### config.mk
export PLATFORM = sky130hd
export DESIGN_NAME = uart_echo_fifo
export DESIGN_NICKNAME = d
export VERILOG_FILES = /design/src/rtl/uart_pkg.sv /design/src/rtl/sync_fifo.sv /design/src/rtl/uart_echo_fifo.sv
export SDC_FILE = /design/constraint.sdc
export NUM_CORES = 1
export LEC_CHECK = 0
export ABC_CLOCK_PERIOD_IN_PS = 3400
export BUFFER_PORTS_ARGS = -buffer_cell sky130_fd_sc_hd__buf_4
export CAP_MARGIN = 20
export CORE_ASPECT_RATIO = 0.8
export CORE_MARGIN = 1
export CORE_UTILIZATION = 35
export CTS_BUF_LIST = sky130_fd_sc_hd__clkbuf_4 sky130_fd_sc_hd__clkbuf_8
export DETAILED_ROUTE_END_ITERATION = 10
export GPL_ROUTABILITY_DRIVEN = 1
export PLACE_DENSITY = 0.54
export SETUP_SLACK_MARGIN = 0.15
export SYNTH_ARGS = -nofsm -noshare
export SYNTH_HDL_FRONTEND = slang
export SYNTH_HIERARCHICAL = 1
export SYNTH_SLANG_ARGS = --single-unit
### constraint.sdc
create_clock -name i_clk -period 3.4 [get_ports i_clk]
set_input_delay 0.34 -clock i_clk [delete_from_list [all_inputs] [get_ports i_clk]]
set_output_delay 0.34 -clock i_clk [all_outputs]
set_load 0.05 [all_outputs]
### src/rtl/uart_pkg.sv
// Shared types and the byte case-transform helper for the UART echo engine.
package uart_pkg;

  typedef enum logic [1:0] {
    IDLE,
    READ,
    SEND,
    WAIT
  } tx_state_e;

  localparam int XF_NONE  = 0;
  localparam int XF_UPPER = 1;
  localparam int XF_LOWER = 2;

  function automatic logic [7:0] xform_byte(input logic [7:0] b, input int mode);
    logic [7:0] r;
    r = b;
    if (mode == XF_UPPER && b >= 8'h61 && b <= 8'h7A) begin
      r = b - 8'h20;
    end else if (mode == XF_LOWER && b >= 8'h41 && b <= 8'h5A) begin
      r = b + 8'h20;
    end
    return r;
  endfunction

endpackage

### src/rtl/sync_fifo.sv
// Single-clock FIFO with registered read data; pushes while full are ignored,
// pops while empty are ignored.
module sync_fifo #(
  parameter int  WIDTH = 8,
  parameter int  DEPTH = 16,
  localparam int AW    = $clog2(DEPTH)
) (
  input  logic             clk,
  input  logic             rst,
  input  logic             push,
  input  logic [WIDTH-1:0] push_data,
  input  logic             pop,
  output logic [WIDTH-1:0] pop_data,
  output logic [AW:0]      count,
  output logic             full,
  output logic             empty
);

  localparam logic [AW:0] FULL_CNT = (AW + 1)'(DEPTH);

  logic [WIDTH-1:0] mem [DEPTH];
  logic [AW-1:0]    wr_ptr;
  logic [AW-1:0]    rd_ptr;
  logic             do_push;
  logic             do_pop;

  assign full    = (count == FULL_CNT);
  assign empty   = (count == '0);
  assign do_push = push && !full;
  assign do_pop  = pop && !empty;

  always_ff @(posedge clk or posedge rst) begin
    if (rst) begin
      wr_ptr   <= '0;
      rd_ptr   <= '0;
      count    <= '0;
      pop_data <= '0;
    end else begin
      if (do_push) wr_ptr <= wr_ptr + 1'b1;
      if (do_pop) begin
        rd_ptr   <= rd_ptr + 1'b1;
        pop_data <= mem[rd_ptr];
      end
      case ({do_push, do_pop})
        2'b10:   count <= count + 1'b1;
        2'b01:   count <= count - 1'b1;
        default: count <= count;
      endcase
    end
  end

  // Storage is not reset; the pointers alone define what is valid.
  always_ff @(posedge clk) begin
    if (do_push) mem[wr_ptr] <= push_data;
  end

endmodule

### src/rtl/uart_echo_fifo.sv
// Buffered UART echo: captures RX bytes on the valid strobe's rising edge, queues
// them and replays them to the transmitter per byte or per complete line.
module uart_echo_fifo
  import uart_pkg::*;
#(
  parameter int         DEPTH      = 16,
  parameter int         LINE_MODE  = 0,
  parameter logic [7:0] TERM_BYTE  = 8'h0D,
  parameter int         TRANSFORM  = XF_NONE,
  parameter int         DROP_CNT_W = 16,
  localparam int        CW         = $clog2(DEPTH) + 1
) (
  input  logic                  i_clk,
  input  logic                  i_rst,
  input  logic                  i_rx_dv,
  input  logic [7:0]            i_rx_byte,
  input  logic                  i_tx_active,
  input  logic                  i_tx_done,
  input  logic                  i_clr_stat,
  output logic                  o_tx_dv,
  output logic [7:0]            o_tx_byte,
  output logic [CW-1:0]         o_fifo_count,
  output logic                  o_fifo_empty,
  output logic                  o_fifo_full,
  output logic                  o_overflow,
  output logic [DROP_CNT_W-1:0] o_drop_cnt
);

  tx_state_e     state;
  logic          rx_dv_q;
  logic          wr;
  logic          drop;
  logic          push;
  logic          pop;
  logic          is_term;
  logic [8:0]    push_data;
  logic [8:0]    pop_data;
  logic [CW-1:0] term_cnt;
  logic          term_inc;
  logic          term_dec;
  logic          flushing;
  logic          send_ok;
  logic          go;

  assign wr        = i_rx_dv && !rx_dv_q;
  assign drop      = wr && o_fifo_full;
  assign push      = wr && !o_fifo_full;
  assign pop       = (state == READ);
  assign is_term   = (i_rx_byte == TERM_BYTE);
  // Bit 8 remembers whether the raw byte was the terminator, since the
  // transform may change how the stored byte looks.
  assign push_data = {is_term, xform_byte(i_rx_byte, TRANSFORM)};
  assign o_tx_byte = pop_data[7:0];

  assign term_inc = push && is_term;
  assign term_dec = (state == SEND) && pop_data[8];
  assign send_ok  = (LINE_MODE == 0) || (term_cnt != '0) || o_fifo_full || flushing;
  assign go       = !o_fifo_empty && !i_tx_active && send_ok;

  sync_fifo #(
    .WIDTH(9),
    .DEPTH(DEPTH)
  ) u_fifo (
    .clk      (i_clk),
    .rst      (i_rst),
    .push     (push),
    .push_data(push_data),
    .pop      (pop),
    .pop_data (pop_data),
    .count    (o_fifo_count),
    .full     (o_fifo_full),
    .empty    (o_fifo_empty)
  );

  always_ff @(posedge i_clk or posedge i_rst) begin
    if (i_rst) begin
      rx_dv_q  <= 1'b0;
      term_cnt <= '0;
    end else begin
      rx_dv_q <= i_rx_dv;
      case ({term_inc, term_dec})
        2'b10:   term_cnt <= term_cnt + 1'b1;
        2'b01:   term_cnt <= term_cnt - 1'b1;
        default: term_cnt <= term_cnt;
      endcase
    end
  end

  // A drop coinciding with a clear restarts the count at one.
  always_ff @(posedge i_clk or posedge i_rst) begin
    if (i_rst) begin
      o_overflow <= 1'b0;
      o_drop_cnt <= '0;
    end else if (drop) begin
      o_overflow <= 1'b1;
      if (i_clr_stat)       o_drop_cnt <= DROP_CNT_W'(1);
      else if (!(&o_drop_cnt)) o_drop_cnt <= o_drop_cnt + 1'b1;
    end else if (i_clr_stat) begin
      o_overflow <= 1'b0;
      o_drop_cnt <= '0;
    end
  end

  always_ff @(posedge i_clk or posedge i_rst) begin
    if (i_rst) begin
      state    <= IDLE;
      o_tx_dv  <= 1'b0;
      flushing <= 1'b0;
    end else begin
      o_tx_dv <= 1'b0;
      case (state)
        IDLE: begin
          if (go) begin
            state    <= READ;
            flushing <= (LINE_MODE != 0);
          end else if (o_fifo_empty) begin
            flushing <= 1'b0;
          end
        end
        READ: begin
          state   <= SEND;
          o_tx_dv <= 1'b1;
        end
        SEND: begin
          state <= WAIT;
          if (pop_data[8]) flushing <= 1'b0;
        end
        WAIT: begin
          if (i_tx_done) state <= IDLE;
        end
        default: state <= IDLE;
      endcase
    end
  end

endmodule
==> impl_metrics.py <==
metrics = {
    "outcome": {
        "status": "finished, final reports clean",
    },
    "setup_path": {
        "slowest_delay_ns": 0.56,
        "critPathKind": "register to register",
        "required_ns": 3.75,
        "critPathMaxFanout": 6,
        "r2r_cells": 10,
        "worst_setup_path_start_kind": "register",
        "cpMaxStageDelayCell": "or4_1",
        "path_common_cell": "o21ai_1",
        "worstPathCellList": "or4_1, o21ai_1, inv_1, ha_2, ha_1, nor2b_1, o21ai_1, a21oi_1, or3b_2, xnor2_1",
        "end_kind": "register",
        "crit_arrival_ns": 3.32,
    },
    "placed_design": {
        "dp_slack_ns": 0.244,
        "gp_congestion": 0.761,
        "port_buffers": 46,
        "hpwlAfterDp_mm": 9.91,
    },
    "route": {
        "routedWlPerCell_microns": 19.3,
        "antenna_left": 0,
        "drcViolationCount": 0,
        "viasPerCell": 5.08,
        "first_pass_iters": 4,
        "vias": 3922,
        "routed_wirelength_mm": 14.9,
        "drt_iter0_markers": 209,
    },
    "clocking": {
        "cts_buffers": 17,
        "root_buffer": "clkbuf_8",
        "clock-sinks": 170,
        "cts_tree": "done",
        "clock_latency_ns": 0.45,
        "cts.reportedPaths.clkPinSlew_ns": 0.10,
        "cts.path.max_buffers": 2,
        "htree_levels": 4,
    },
    "floorplanning": {
        "core_sq_mm": 0.0199,
        "die_x_microns": 161,
        "ios": 47,
        "rows": 46,
        "start_util": 0.359,
        "die_area_sq_mm": 0.0209,
        "die_height_microns": 130,
    },
    "global_route": {
        "grt_max_degree": 35,
        "antenna_found_initial": 0,
        "grt_first_pass_wirelength_mm": 23.4,
        "grt_pass1_vias": 4031,
        "overflow": 0,
        "track_usage": 0.153,
    },
    "synth": {
        "yosysWarningCount": 6,
        "synthesis.instances": 435,
        "syn-num-nets": 465,
        "synth.cell_area_sq_mm": 0.00712,
        "avgSynthCellArea_sq_um": 16.4,
    },
    "pwr": {
        "p_leak_nw": 2.94,
        "ir_drop_mv": 0.393,
        "power.density_mw_per_mm2": 749,
    },
    "sta": {
        "fin_worst_skew_ns": 0.0156,
        "fin_ws_ns": 0.424,
        "rsz0062_at_grt": "false",
        "slew_headroom": 0.378,
        "period_needed_ns": 2.98,
        "period_share": 0.875,
        "tns_ns": 0,
        "slew_viol_final": 0,
        "tightest_slew_ns": 0.933,
        "setup_viol": 0,
        "hold_violations": 0,
        "clock.fmax_ghz": 0.336,
    },
    "layout": {
        "n_fill_cell": 1809,
        "drive_above_1_share": 0.270,
        "syn2layout_area_growth_pct": 15.4,
        "n_antenna_cell": 0,
        "nNetsFinal": 525,
    },
    "min_path": {
        "hp-class": "input port to asynchronous set/reset pin",
    },
    "run": {
        "cap_violations": 0,
    },
}
==> stage by stage <==
| step | total power [W] | area [sq um] | hold WS [ns] | utilization | cells |
|---|---|---|---|---|---|
| final | 0.00615 | 8220 | 0.0477 | 0.414 | 772 |
| after global routing | 0.00650 | 8220 | 0.0823 | 0.414 | 772 |
| after CTS | 0.00622 | 8200 | 0.0496 | 0.413 | 771 |
| after detailed placement | 0.00482 | 7800 | 0.477 | 0.393 | 738 |
| after global placement | 0.00477 | 7800 | 0.468 | 0.393 | 738 |
| after floorplan | 0.00423 | 7140 | 0.316 | - | 435 |
==> power breakdown <==
group | switching [W] | internal (W)
Sequential | 0.000256 | 0.00247
Clock | 0.000778 | 0.000607
Combinational | 0.00119 | 0.000855
Total | 0.00222 | 0.00393
==> worst paths after layout <==
| check | startpoint | endpoint | slack [ns] |
|---|---|---|---|
| min in group i_clk | i_clr_stat | o_drop_cnt[5] | 0.19 |
| min reg2reg | u_fifo/pop_data[2] | u_fifo/pop_data[2] | 0.50 |
| max | u_fifo/count[0] | u_fifo/count[4] | 0.42 |
| max in group asynchronous | i_rst | u_fifo/count[3] | 2.74 |
| min | i_rst | o_drop_cnt[1] | 0.05 |
| max reg2reg | u_fifo/count[0] | u_fifo/count[4] | 0.42 |
==> per-layer routing <==
layer | part of all wire | global-route usage | up-vias
met5 | 0 | 0 | -
met4 | 0.015 | 0.0605 | 0
met3 | 0.045 | 0.0349 | 15
met2 | 0.45 | 0.229 | 85
met1 | 0.49 | 0.217 | 2015
li1 | - | - | 1807
==> cell type report <==
| type | instances | area [sq um] | area share |
|---|---|---|---|
| Multi-Input combinational cell | 225 | 2060 | 0.250 |
| Inverter | 18 | 71.3 | 0.00868 |
| Timing Repair Buffer | 63 | 475 | 0.0579 |
| Sequential cell | 170 | 4900 | 0.596 |
| Clock inverter | 14 | 141 | 0.0172 |
| Clock buffer | 18 | 241 | 0.0294 |
| Tap cell | 264 | 330 | 0.0402 |
==> sequential cells by signal, indices dropped and copies added (netlist names) <==
name             count
o_drop_cnt          16
o_overflow           1
o_tx_dv              1
rx_dv_q              1
state                2
u_fifo/count         5
u_fifo/mem         128
u_fifo/pop_data      8
u_fifo/rd_ptr        4
u_fifo/wr_ptr        4
==> cells in the final DEF (no fill, tap or decap), drive strengths merged, types with 2 or more instances in the layout <==
cell type,count
a31oi,3
and4,5
xnor2,12
nor3,9
nand2b,3
nor4,5
clkinv,5
mux2i,8
clkbuf,18
or2,2
mux4,33
nand4,8
or4,4
nor2,15
edfxtp,128
xor2,4
buf,62
clkinvlp,4
or3,3
o21ai,19
dfrtp,42
a21oi,14
nand3,4
o221ai,7
nand2,33
inv,22
o31ai,3
ha,15
and2,2
and3,2
==> critical path, delay by kind of cell, from the launching register on <==
family / cells / cell delay, ns
adders and majority gates: 2 / 0.55
and+or+nand+nor: 3 / 1.15
DFF: 1 / 0.46
AOI/OAI and AO/OA: 3 / 0.44
xor gates and xnor gates: 1 / 0.13
buffers and inverters: 1 / 0.14
==> timing repair <==
action | 4_1_cts | 5_1_grt
endpoints found under the hold margin | 1 | 0
resized for setup | 0 | 4
hold buffers | 1 | 0
buffers inserted | 0 | 1
setup endpoints to repair | 0 | 1
No activity file was read; power rests on OpenSTA's default activity.
